## config.mk

```make
export PLATFORM = sky130hd
export DESIGN_NAME = spi_reg_responder_flat
export DESIGN_NICKNAME = d
export VERILOG_FILES = /design/src/rtl/spi_resp_pkg.sv /design/src/rtl/spi_reg_responder_if.sv /design/src/rtl/spi_edge_sync.sv /design/src/rtl/spi_reg_responder.sv /design/src/flat_wrapper.sv
export SDC_FILE = /design/constraint.sdc
export NUM_CORES = 1
export LEC_CHECK = 0
export CAP_MARGIN = 20
export CORE_ASPECT_RATIO = 2
export CORE_MARGIN = 2
export CORE_UTILIZATION = 30
export DETAILED_ROUTE_END_ITERATION = 10
export PLACE_DENSITY = 0.51
export SLEW_MARGIN = 0
export SYNTH_ARGS = -nofsm -noshare
export SYNTH_HDL_FRONTEND = slang
export SYNTH_SLANG_ARGS = --single-unit
```

## constraint.sdc

```tcl
create_clock -name PCLK -period 3.1 [get_ports PCLK]
set_input_delay 0.62 -clock PCLK [delete_from_list [all_inputs] [get_ports PCLK]]
set_output_delay 0.62 -clock PCLK [all_outputs]
set_load 0.01 [all_outputs]
```

## src/rtl/spi_resp_pkg.sv

```systemverilog
// Shared types and constants for the SPI register responder.
package spi_resp_pkg;

   typedef enum logic [1:0] {
      IDLE = 2'd0,
      CMD  = 2'd1,
      DATA = 2'd2,
      DONE = 2'd3
   } state_e;

   localparam int RW_BIT    = 7;
   localparam int FRAME_LEN = 8;

endpackage

```

## src/rtl/spi_reg_responder_if.sv

```systemverilog
// SPI pin bundle between an SPI master and the register responder.
interface spi_reg_responder_if;
   import spi_resp_pkg::*;

   logic SCK;
   logic SS;
   logic MOSI;
   logic MISO;

   modport master (output SCK, output SS, output MOSI, input MISO);
   modport slave  (input SCK, input SS, input MOSI, output MISO);

endinterface

```

## src/rtl/spi_edge_sync.sv

```systemverilog
// Synchronizes SCK/SS/MOSI into the PCLK domain and turns SCK transitions
// into sample/shift strobes for the selected CPOL/CPHA mode.
module spi_edge_sync
   import spi_resp_pkg::*;
#(
   parameter int SYNC_STAGES = 2
) (
   input  logic clk,
   input  logic rst_n,
   input  logic sck,
   input  logic ss,
   input  logic mosi,
   input  logic cpol,
   input  logic cpha,
   output logic sync_ss,
   output logic sync_mosi,
   output logic sample_edge,
   output logic shift_edge
);

   logic [SYNC_STAGES-1:0] sck_q, sck_d;
   logic [SYNC_STAGES-1:0] ss_q, ss_d;
   logic [SYNC_STAGES-1:0] mosi_q, mosi_d;
   logic                   sck_prev_q, sck_prev_d;
   logic                   sck_s, rise_s, fall_s, lead_s, trail_s;

   // Synchronizer chains and SCK history.
   always_comb begin
      sck_d      = {sck_q[SYNC_STAGES-2:0], sck};
      ss_d       = {ss_q[SYNC_STAGES-2:0], ss};
      mosi_d     = {mosi_q[SYNC_STAGES-2:0], mosi};
      sck_prev_d = sck_q[SYNC_STAGES-1];
   end

   // SS chain resets to the deselected level so release of reset is not a select.
   always_ff @(posedge clk or negedge rst_n) begin
      if (!rst_n) begin
         sck_q      <= '0;
         ss_q       <= '1;
         mosi_q     <= '0;
         sck_prev_q <= 1'b0;
      end else begin
         sck_q      <= sck_d;
         ss_q       <= ss_d;
         mosi_q     <= mosi_d;
         sck_prev_q <= sck_prev_d;
      end
   end

   // Mode-dependent edge classification, suppressed while deselected.
   always_comb begin
      sck_s       = sck_q[SYNC_STAGES-1];
      sync_ss     = ss_q[SYNC_STAGES-1];
      sync_mosi   = mosi_q[SYNC_STAGES-1];
      rise_s      = sck_s & ~sck_prev_q;
      fall_s      = ~sck_s & sck_prev_q;
      lead_s      = cpol ? fall_s : rise_s;
      trail_s     = cpol ? rise_s : fall_s;
      sample_edge = ~sync_ss & (cpha ? trail_s : lead_s);
      shift_edge  = ~sync_ss & (cpha ? lead_s : trail_s);
   end

endmodule

```

## src/rtl/spi_reg_responder.sv

```systemverilog
// SPI slave register bank: command byte (RW + address) followed by one data
// byte; writes commit on the last data bit, reads stream the register out.
module spi_reg_responder
   import spi_resp_pkg::*;
#(
   parameter int ADDR_W      = 4,
   parameter int SYNC_STAGES = 2
) (
   input  logic                PCLK,
   input  logic                PRESETn,
   spi_reg_responder_if.slave  spi,
   input  logic                CPOL,
   input  logic                CPHA,
   output logic                WR_PULSE,
   output logic [ADDR_W-1:0]   WR_ADDR,
   output logic [7:0]          WR_DATA,
   input  logic [ADDR_W-1:0]   RD_ADDR,
   output logic [7:0]          RD_DATA,
   output logic                BUSY
);

   localparam int DEPTH = 1 << ADDR_W;

   logic sync_ss, sync_mosi, sample_edge, shift_edge;

   spi_edge_sync #(.SYNC_STAGES(SYNC_STAGES)) u_edge_sync (
      .clk         (PCLK),
      .rst_n       (PRESETn),
      .sck         (spi.SCK),
      .ss          (spi.SS),
      .mosi        (spi.MOSI),
      .cpol        (CPOL),
      .cpha        (CPHA),
      .sync_ss     (sync_ss),
      .sync_mosi   (sync_mosi),
      .sample_edge (sample_edge),
      .shift_edge  (shift_edge)
   );

   state_e            state_q, state_d;
   logic [2:0]        bit_cnt_q, bit_cnt_d;
   logic [7:0]        rx_sr_q, rx_sr_d;
   logic [7:0]        tx_sr_q, tx_sr_d;
   logic              load_pending_q, load_pending_d;
   logic              rw_q, rw_d;
   logic [ADDR_W-1:0] addr_q, addr_d;
   logic              ss_prev_q, ss_prev_d;
   logic              wr_pulse_q, wr_pulse_d;
   logic [ADDR_W-1:0] wr_addr_q, wr_addr_d;
   logic [7:0]        wr_data_q, wr_data_d;
   logic [7:0]        bank_q [DEPTH];
   logic [7:0]        bank_d [DEPTH];
   logic [7:0]        rx_next_s;
   logic              last_bit_s, ss_fall_s, ss_rise_s;

   // Frame FSM, shift registers and bank update.
   always_comb begin
      state_d        = state_q;
      bit_cnt_d      = bit_cnt_q;
      rx_sr_d        = rx_sr_q;
      tx_sr_d        = tx_sr_q;
      load_pending_d = load_pending_q;
      rw_d           = rw_q;
      addr_d         = addr_q;
      bank_d         = bank_q;
      wr_pulse_d     = 1'b0;
      wr_addr_d      = wr_addr_q;
      wr_data_d      = wr_data_q;
      ss_prev_d      = sync_ss;
      rx_next_s      = {rx_sr_q[6:0], sync_mosi};
      last_bit_s     = (bit_cnt_q == 3'(FRAME_LEN - 1));
      ss_fall_s      = ss_prev_q & ~sync_ss;
      ss_rise_s      = ~ss_prev_q & sync_ss;

      if (ss_rise_s) begin
         state_d        = IDLE;
         tx_sr_d        = 8'h00;
         load_pending_d = 1'b0;
      end else begin
         case (state_q)
            IDLE: begin
               if (ss_fall_s) begin
                  state_d        = CMD;
                  bit_cnt_d      = 3'd0;
                  rx_sr_d        = 8'h00;
                  tx_sr_d        = 8'h00;
                  load_pending_d = 1'b0;
               end else begin
                  state_d = IDLE;
               end
            end
            CMD: begin
               if (sample_edge) begin
                  rx_sr_d   = rx_next_s;
                  bit_cnt_d = bit_cnt_q + 3'd1;
                  if (last_bit_s) begin
                     rw_d           = rx_next_s[RW_BIT];
                     addr_d         = rx_next_s[ADDR_W-1:0];
                     load_pending_d = 1'b1;
                     state_d        = DATA;
                  end else begin
                     state_d = CMD;
                  end
               end else begin
                  state_d = CMD;
               end
            end
            DATA: begin
               if (sample_edge) begin
                  rx_sr_d   = rx_next_s;
                  bit_cnt_d = bit_cnt_q + 3'd1;
                  if (last_bit_s) begin
                     state_d        = DONE;
                     tx_sr_d        = 8'h00;
                     load_pending_d = 1'b0;
                     if (!rw_q) begin
                        bank_d[addr_q] = rx_next_s;
                        wr_pulse_d     = 1'b1;
                        wr_addr_d      = addr_q;
                        wr_data_d      = rx_next_s;
                     end else begin
                        wr_pulse_d = 1'b0;
                     end
                  end else begin
                     state_d = DATA;
                  end
               end else begin
                  state_d = DATA;
               end
            end
            DONE: begin
               tx_sr_d = 8'h00;
            end
            default: begin
               state_d = IDLE;
            end
         endcase

         // Shift edges only move MISO data while a byte is in flight.
         if (shift_edge && (state_q == CMD || state_q == DATA)) begin
            if (load_pending_q) begin
               tx_sr_d        = rw_q ? bank_q[addr_q] : 8'h00;
               load_pending_d = 1'b0;
            end else begin
               tx_sr_d = {tx_sr_q[6:0], 1'b0};
            end
         end else begin
            load_pending_d = load_pending_d;
         end
      end
   end

   // State and datapath registers.
   always_ff @(posedge PCLK or negedge PRESETn) begin
      if (!PRESETn) begin
         state_q        <= IDLE;
         bit_cnt_q      <= 3'd0;
         rx_sr_q        <= 8'h00;
         tx_sr_q        <= 8'h00;
         load_pending_q <= 1'b0;
         rw_q           <= 1'b0;
         addr_q         <= '0;
         ss_prev_q      <= 1'b1;
         wr_pulse_q     <= 1'b0;
         wr_addr_q      <= '0;
         wr_data_q      <= 8'h00;
         for (int i = 0; i < DEPTH; i++) bank_q[i] <= 8'h00;
      end else begin
         state_q        <= state_d;
         bit_cnt_q      <= bit_cnt_d;
         rx_sr_q        <= rx_sr_d;
         tx_sr_q        <= tx_sr_d;
         load_pending_q <= load_pending_d;
         rw_q           <= rw_d;
         addr_q         <= addr_d;
         ss_prev_q      <= ss_prev_d;
         wr_pulse_q     <= wr_pulse_d;
         wr_addr_q      <= wr_addr_d;
         wr_data_q      <= wr_data_d;
         for (int i = 0; i < DEPTH; i++) bank_q[i] <= bank_d[i];
      end
   end

   assign spi.MISO = tx_sr_q[7] & ~sync_ss;
   assign WR_PULSE = wr_pulse_q;
   assign WR_ADDR  = wr_addr_q;
   assign WR_DATA  = wr_data_q;
   assign RD_DATA  = bank_q[RD_ADDR];
   assign BUSY     = (state_q != IDLE);

endmodule

```

## src/flat_wrapper.sv

```systemverilog
// flat-port wrapper written by rule: the top's interface ports become plain ports
module spi_reg_responder_flat import spi_resp_pkg::*;
#(
   parameter int ADDR_W      = 4,
   parameter int SYNC_STAGES = 2
)
  (PCLK, PRESETn, CPOL, CPHA, WR_PULSE, WR_ADDR, WR_DATA, RD_ADDR, RD_DATA, BUSY, spi_SCK, spi_SS, spi_MOSI, spi_MISO);
  spi_reg_responder_if spi_i ();
  input  logic PCLK;
  input  logic PRESETn;
  input  logic CPOL;
  input  logic CPHA;
  output logic WR_PULSE;
  output logic [ADDR_W-1:0] WR_ADDR;
  output logic [7:0] WR_DATA;
  input  logic [ADDR_W-1:0] RD_ADDR;
  output logic [7:0] RD_DATA;
  output logic BUSY;
  input wire logic [$bits(spi_i.SCK)-1:0] spi_SCK;
  input wire logic [$bits(spi_i.SS)-1:0] spi_SS;
  input wire logic [$bits(spi_i.MOSI)-1:0] spi_MOSI;
  output wire logic [$bits(spi_i.MISO)-1:0] spi_MISO;
  assign spi_i.SCK = spi_SCK;
  assign spi_i.SS = spi_SS;
  assign spi_i.MOSI = spi_MOSI;
  assign spi_MISO = spi_i.MISO;
  spi_reg_responder #(.ADDR_W(ADDR_W), .SYNC_STAGES(SYNC_STAGES)) u_core (.PCLK(PCLK), .PRESETn(PRESETn), .spi(spi_i), .CPOL(CPOL), .CPHA(CPHA), .WR_PULSE(WR_PULSE), .WR_ADDR(WR_ADDR), .WR_DATA(WR_DATA), .RD_ADDR(RD_ADDR), .RD_DATA(RD_DATA), .BUSY(BUSY));
endmodule
```

### After elaboration in Yosys (flattened, before gate mapping)

Cells that the tools add are included.

* flip-flop bits (word level): 175
* logic and storage cells: 119
* input port bits: 11
* output and inout bits: 23

* equality and inequality tests: 9
* reductions and logical operators: 13
* multiplexer cells: 47
* bitwise gates (word level): 15
* order comparisons: 3
* add/sub/neg operators: 1

Operators with widths (count)
* 128-bit bitwise mux: 1
* 8-bit 2-to-1 mux: 12
* 8-bit binary-select mux with 4-bit select: 2
* 8-bit demux with 4-bit select: 1
* 8-bit one-hot mux with 3 select lines: 1
* 1-bit 2-to-1 mux: 20
* 7-bit one-hot mux with 2 select lines: 1
* 4-bit AND reduction: 3
* 5-bit greater-or-equal comparator (second input constant): 2
* 4-bit inverter with 5-bit output: 2
* 4-bit by 2-bit != test with 1-bit output (second input constant): 2
* 1-bit AND: 7
* 7-bit 2-to-1 mux: 1
* 2-bit 2-to-1 mux: 3
* 3-bit 2-to-1 mux: 2
* 1-bit inverter: 6
* 2-bit one-hot mux with 3 select lines: 1
* 3-bit one-hot mux with 2 select lines: 1
* 5-bit by 1-bit less-than comparator with 1-bit output (second input constant): 1
* 5-bit AND reduction: 1
* 5-bit nonzero test: 1
* 2-bit == test (second input constant): 2
* 2-bit by 1-bit != test with 1-bit output (second input constant): 2
* 4-bit by 1-bit != test with 1-bit output (second input constant): 1
* other kinds (10): 12

### Depth between registers and ports, before layout

Gate-level depths: netlist of the first run.

* depth in word-level cells: 10
* gate-level depth with buffers: 8
* mapped depth without buffers: 7

### Hierarchy

A second synthesis of the first run with hierarchy kept.

* cells, all modules: 602
* area total of the unflattened synthesis: 8894.8 um^2

By module, submodules not included
* spi_reg_responder: area each 8670.8 um^2, seq. area each 4205.3 um^2, cells each 590, times used 1
* spi_edge_sync: area each 224.0 um^2, seq. area each 177.7 um^2, cells each 12, times used 1

### Worst setup path before layout of the first run

OpenSTA, ideal clock, no wires.

* kind: input-to-output
* from: in RD_ADDR[0]
* to: out RD_DATA[0]
* buffers on the path: 2
* stages on the path: 4
* path slack: 318 ps
* data arrival time: 2162 ps
* required time: 2480 ps
* cell sequence: clkbuf_1 > buf_2 > mux4_2 > mux4_2

* word-level cells in the longest chain between the ends: 4

Ends and longest elaborated chain
* from (decl): line flat_wrapper.sv:16 `input logic [ADDR_W-1:0] RD_ADDR;`
* 4-bit inverter with 5-bit output (not written as such): line spi_reg_responder.sv:188 `assign RD_DATA = bank_q[RD_ADDR];`
* 8-bit binary-select mux with 4-bit select: line spi_reg_responder.sv:188
* 8-bit 2-to-1 mux (not written as such) (2 in a row): line spi_reg_responder.sv:188
* to (decl): line flat_wrapper.sv:17 `output logic [7:0] RD_DATA;`

Every way passes these cells. The select of a mux whose other input is x is not followed.

### Worst setup path in the final report of the first run

* from: in RD_ADDR[1]
* to: out RD_DATA[7]

The elaborated chain is that of the path after synthesis.

==> results.yml, run 1 <==
outcome:
  outcome: "complete, no violations"
critical_path:
  crit_arrival_ns: 2.39
  required_ns: 2.48
  critPathMostFrequentCell: "mux4_2"
  path_buf_inv: 3
  critPathCaptureType: "output port"
  cpPeakStageDelay_ns: 0.49
  crit_family: "buffers and inverters"
  cp_slowest_cell: "clkdlybuf4s50_1"
  start_kind: "input port"
  crit_fanout: 16
  path_cells: "clkdlybuf4s15_2, buf_16, mux4_2, mux4_2, clkdlybuf4s50_1"
  path_class: "input port to output port"
  regToRegSetupSlack_ns: 0.36
clock_tree:
  htree_levels: 4
  cts.clk_slew.worst_paths_ns: 0.06
  cts_buffers: 17
  clock_sinks: 175
  cts_buffer_depth: 2
  insertion_delay_ns: 0.43
  cts_tree: "built"
  cts-root-buf: "clkbuf_16"
placed_design:
  place_area_sq_mm: 0.009976
  place_ws_ns: -0.2574
  globalplace.congestion: 0.8010
  port_buffers: 33
  hpwl_um: 15930
synthesis:
  syn_avg_cell_area_sq_um: 15.20
  yosysUniqueCellTypes: 38
  synth_cells: 596
  async_reset_ff_share_pct: 100.0
  seq_area_frac_synth_pct: 48.39
  ys.flop_type: "dfrtp_1"
  yosys_warnings: 0
  ys_ff_latch: 175
  synth_edf_count: 0
  syn_area_sq_mm: 0.009057
  syn-num-nets: 615
final_layout:
  multi_input_area_sq_mm: 0.004420
  drive_above_1_share_pct: 48.52
  fin_nets: 647
  syn_to_final_growth_pct: 16.48
  n_fill_cell: 2858
  layout_commonest_cell: "dfrtp_1"
  register_area_sq_mm: 0.004384
  final_cell_mix: "dfrtp_1, mux2_2, mux4_2"
  antenna_cells: 0
  final_cell_area_sq_mm: 0.01055
drt:
  via_count: 5354
  antenna_left: 0
  drtPass1Iterations: 4
  viasPerCell: 5.306
  wl_per_cell_um: 23.44
  drc_errors: 0
  first_iter_violations: 338
  finalWirelength_um: 23650
die:
  fp-row-count: 90
  io_pins: 34
  die_area_sq_mm: 0.03168
  die_x_um: 126.9
  core-area_sq_mm: 0.02995
  die_height_um: 249.7
  initial_utilization_pct: 30.24
sta:
  rsz0062_at_grt: "no"
  clock.fmax_ghz: 0.3322
  worst_slack_ns: 0.08952
  clock_skew_ns: 0.009159
  min_period_over_period_pct: 97.11
  finalSetupViolCount: 0
  relSlewSlack_pct: 43.86
  hold_viol: 0
  final_max_slew_viol_count: 0
  hold_ws_ns: 0.1738
  worst_slew_pin_slew_ns: 0.8357
  final.min_clock_period_ns: 3.010
min_path:
  hp-class: "input port to async pin"
grt:
  grt_pass1_vias: 5687
  antenna_found_initial: 0
  grt_max_degree: 64
  grt_usage_pct: 15.65
  grt_pass1_wl_um: 36740
  grt_overflow: 0
flow_run:
  maxCapViolCount: 0
power_and_ir_drop:
  p_per_area_mw_per_mm2: 453.8
  finalPower_w: 0.004788
  vdd_drop_max_mv: 0.3854
  p_leak_nw: 4.795
[final timing paths]
path | depth (start not counted) | to | startpoint
hold / removal | 1 | u_core.bank_q[119] | PRESETn
setup reg to reg | 8 | u_core.bank_q[81] | u_core.bit_cnt_q[0]
hold reg to reg | 0 | u_core.u_edge_sync.mosi_q[1] | u_core.u_edge_sync.mosi_q[0]
max in group asynchronous | 2 | u_core.addr_q[0] | PRESETn
min in group PCLK | 0 | u_core.u_edge_sync.mosi_q[1] | u_core.u_edge_sync.mosi_q[0]
setup / recovery | 5 | RD_DATA[7] | RD_ADDR[1]
[per-stage QoR]
step                      cells  utilization, %  TNS, ns
after floorplan             596               -        0
after global placement      974           33.30   -1.611
after detailed placement    974           33.30   -1.822
after CTS                  1009           35.21        0
after global routing       1009           35.22        0
final                      1009           35.22        0
[per-layer routing]
metal,part of all wire [%],track usage (%)
met1,45,20.69
met2,51,26.30
met3,2.2,2.508
met4,2.2,4.898
met5,0,0
[logic make-up after synthesis]
| family | count (synthesis) | synth area share, % |
|---|---|---|
| buf+inv | 65 | 2.901 |
| xor+xnor | 1 | 0.1796 |
| compound gates | 21 | 1.768 |
| flops | 175 | 48.39 |
| fa+ha+maj | 8 | 1.105 |
| mux | 255 | 40.25 |
| simple gates | 71 | 5.401 |
[synthesized netlist by cell type (2+ instances only)]
library cell	number	area share, %
dfrtp_1	172	48
mux2_2	154	19
mux4_2	72	18
clkbuf_1	34	1.4
mux2i_1	29	3.2
nor3_1	16	0.88
inv_1	15	0.62
nand2_1	13	0.54
buf_2	12	0.66
nand3_2	12	1.3
a211o_1	9	0.87
ha_1	8	1.1
nor2_1	7	0.29
nor2b_1	7	0.48
buf_1	3	0.12
dfstp_2	3	0.87
nor4bb_1	3	0.33
o21ai_0	3	0.17
a21oi_1	2	0.11
nand2b_1	2	0.14
nand4_2	2	0.28
nand4_4	2	0.47
[what timing repair did]
item / in CTS / in global routing
hold buffers: 0 / 0
endpoints found under the setup margin: 8 / 2
cloned: 1 / 0
setup buffers: 2 / 0
resized for setup: 11 / 2
[where the power goes]
group / leakage, nW / internal (W) / total (W) / switching, W
clock network: 0.261 / 0.00107 / 0.00195 / 0.000887
logic: 2.12 / 0.000187 / 0.000427 / 0.000240
registers: 2.42 / 0.00232 / 0.00241 / 0.0000893
[state kept, by name, indices dropped and copies added, names as in the netlist, 3 cells and up]
| name | cells |
|---|---|
| u_core.addr_q | 4 |
| u_core.rx_sr_q | 7 |
| u_core.WR_ADDR | 4 |
| u_core.WR_DATA | 8 |
| u_core.bank_q | 128 |
| u_core.bit_cnt_q | 3 |
| u_core.tx_sr_q | 8 |
[worst reg2reg max path, stage by stage (launching register included)]
cell and delay (ns):
dfrtp_1 0.37, ha_1 0.17, ha_1 0.19, nor4bb_1 0.25, mux2i_1 0.22, nor4b_4 0.35, buf_12 0.27, nand3_2 0.39
mux2_2 0.42
[final cells by class]
| class | count | area share [%] |
|---|---|---|
| inverter | 15 | 0.5337 |
| clock inverter | 9 | 0.5930 |
| timing repair buffer | 63 | 6.618 |
| tap | 368 | 4.364 |
| sequential | 175 | 41.56 |
| multi-input combinational | 356 | 41.90 |
| clock buffer | 23 | 4.435 |
No activity file was read; power rests on OpenSTA's default activity.
==> run 2, diff against run 1 <==
--- a/config.mk
+++ b/config.mk
@@ -12,3 +12,4 @@
 export DETAILED_ROUTE_END_ITERATION = 10
-export PLACE_DENSITY = 0.51
+export DONT_BUFFER_PORTS = 1
+export PLACE_DENSITY = 0.5
 export SLEW_MARGIN = 0
--- a/constraint.sdc
+++ b/constraint.sdc
@@ -3,2 +3,2 @@
 set_output_delay 0.62 -clock PCLK [all_outputs]
-set_load 0.01 [all_outputs]
+set_load 0.1 [all_outputs]
==> run 2 against run 1 <==
  * The run now ends with hold timing left
  * Sequential share of layout area grew 2.0 points
  * Clock power grew 6%
  * Clock skew grew 0.011 ns
  * Critical endpoint is now RD_DATA[1]
  * Highest routed layer unchanged
  * Die area is the same
  * Largest power group unchanged
  * Total power grew 0.77%
  * Count of clock-buffer cells in the layout shrank 6
  * Cell count shrank 4.5%
  * Register-to-register slack gained 0.13 ns
  * Cell area shrank 4.5%
==> results.yml, run 2 (same netlist as run 1, synthesis figures left out) <==
grt:
  grt_max_degree: 176
  grt_pass1_wl_um: 35380
  grt_usage_pct: 15.04
  grt_pass1_vias: 5374
  grt_overflow: 0
  antenna_found_initial: 0
critical_path:
  path_class: "flip-flop to output port"
  r2r_end: "u_core.bank_q[81]"
  regToRegSetupSlack_ns: 0.49
  crit_arrival_ns: 2.15
  critPathCaptureType: "output port"
  crit_fanout: 3
  start_kind: "flip-flop"
  worstReg2RegStart: "u_core.bit_cnt_q[0]"
  worstSetupStartpoint: "u_core.bank_q[1]"
  r2r_cells: 8
  required_ns: 2.48
sta:
  min_period_over_period_pct: 89.49
  clock.fmax_ghz: 0.3605
  worst_slew_pin_slew_ns: 0.9811
  final.min_clock_period_ns: 2.774
  finalSetupViolCount: 0
  clock_skew_ns: 0.02057
  hold_viol: 172
  worst_slack_ns: 0.3258
  relSlewSlack_pct: 34.59
  final_max_slew_viol_count: 0
  hold_ws_ns: -0.1241
  fin_tns_setup_ns: 0
  rsz0062_at_grt: "no"
drt:
  dr.max_layer_used: "met4"
  first_iter_violations: 275
  drtPass1Iterations: 4
  wl_per_cell_um: 23.69
  m1WireLength_um: 9987
  viasPerCell: 5.306
  via_count: 5115
  finalWirelength_um: 22840
  wl_met3_um: 901
  route.met2.wl_um: 11240
  drc_errors: 0
  antenna_left: 0
final_layout:
  top_register: "u_core.bank_q"
  final_cell_mix: "dfrtp_1, mux2_2, mux4_2"
  syn_to_final_growth_pct: 11.23
  layout_commonest_cell: "dfrtp_1"
  drive_above_1_share_pct: 50.67
  fin_nets: 602
  largest_reg_flops: 128
  register_area_sq_mm: 0.004384
  n_fill_cell: 2933
  multi_input_area_sq_mm: 0.004427
  antenna_cells: 0
die:
  io_pins: 34
  die_area_sq_mm: 0.03168
  initial_utilization_pct: 30.24
  die_height_um: 249.7
  core-area_sq_mm: 0.02995
  die_x_um: 126.9
  fp-row-count: 90
power_and_ir_drop:
  vdd_drop_max_mv: 0.3672
  p_sw_share_pct: 25.79
  p_clk_share_pct: 42.8
  internal_power_w: 0.003580
  p_leak_nw: 4.531
  pwr-share-comb_pct: 7.2
  p_seq_share_pct: 49.9
  p_per_area_mw_per_mm2: 478.9
  power.switching_w: 0.001244
clock_tree:
  insertion_delay_ns: 0.44
  cts.clk_slew.worst_paths_ns: 0.07
  cts-root-buf: "clkbuf_16"
  cts_tree: "built"
  cts_setup_buffers: 0
  htree_levels: 4
  clock_sinks: 175
  cts_buffers: 17
  post_cts_resized: 0
  cts_buffer_depth: 2
placed_design:
  hpwl_um: 15010
  globalplace.congestion: 0.7572
  place_ws_ns: 0.4611
  port_buffers: 0
flow_run:
  maxCapViolCount: 0
outcome:
  outcome: "finished with violations"
  violations: "hold timing"
min_path:
  hp-class: "input port to async pin"
==> run 2: cell count changes in the layout (fill, tap and decap cells not counted), moves of 3 or more <==
cell	change
buf_12	-6
clkbuf_1	-4
clkinv_4	-3
buf_4	-4
clkdlybuf4s50_1	-23
inv_6	+4
dlygate4sd2_1	-5
clkinvlp_4	+6
==> run 2: routing by layer <==
| layer | track usage, % | up-vias |
|---|---|---|
| li1 | - | 2247 |
| met3 | 3.151 | 29 |
| met1 | 19.90 | 2734 |
| met2 | 23.99 | 105 |
| met4 | 6.185 | 0 |
| met5 | 0 | - |
==> run 2: worst max-delay path, cell delays in order (launching register included) <==
cell	delay (ns)
dfrtp_1	0.39
mux4_2	0.55
mux4_2	0.78
==> run 2: stage by stage <==
stage | hold WS [ns] | util [%] | instances | power (W) | area (sq um)
6_report | -0.1241 | 33.63 | 964 | 0.004825 | 10070
5_1_grt | -0.1448 | 33.63 | 964 | 0.005018 | 10070
4_1_cts | -0.1427 | 33.63 | 964 | 0.004897 | 10070
3_5_place_dp | 0.3313 | 31.76 | 932 | 0.002811 | 9513
3_3_place_gp | 0.3323 | 31.76 | 932 | 0.002806 | 9513
2_1_floorplan | 0.3244 | - | 596 | 0.002721 | 9057
==> run 2: how the worst max path moves through the flow <==
stage	end	slack, ns	cells after the start
floorplan	RD_DATA[0]	0.07	4
global placement	u_core.bank_q[53]	0.50	6
detailed placement	u_core.bank_q[53]	0.46	8
CTS	RD_DATA[1]	0.31	2
global route	RD_DATA[0]	0.29	2
finish	RD_DATA[1]	0.33	2
==> run 2: final cells by class <==
type,instances,share of cell area (%)
clock buffers,17,4.223
clock inverters,15,1.354
inverters,15,0.5589
multi-input cells,356,43.94
flip-flops and latches,175,43.52
well taps,368,4.570
repair buffers,18,1.838
==> run 2: power groups by stage <==
stage	sequential (W)	clock [W]	combinational, W
2_1_floorplan	0.00238	0	0.000337
3_3_place_gp	0.00245	0	0.000352
3_5_place_dp	0.00246	0	0.000354
4_1_cts	0.00241	0.00213	0.000355
5_1_grt	0.00242	0.00222	0.000378
6_report	0.00241	0.00207	0.000348
==> run 3, diff against run 2 <==
- SLEW_MARGIN: 0 -> not set
==> results of run 3 <==
The final DEF is identical to that of run 2; final timing and power are the same.
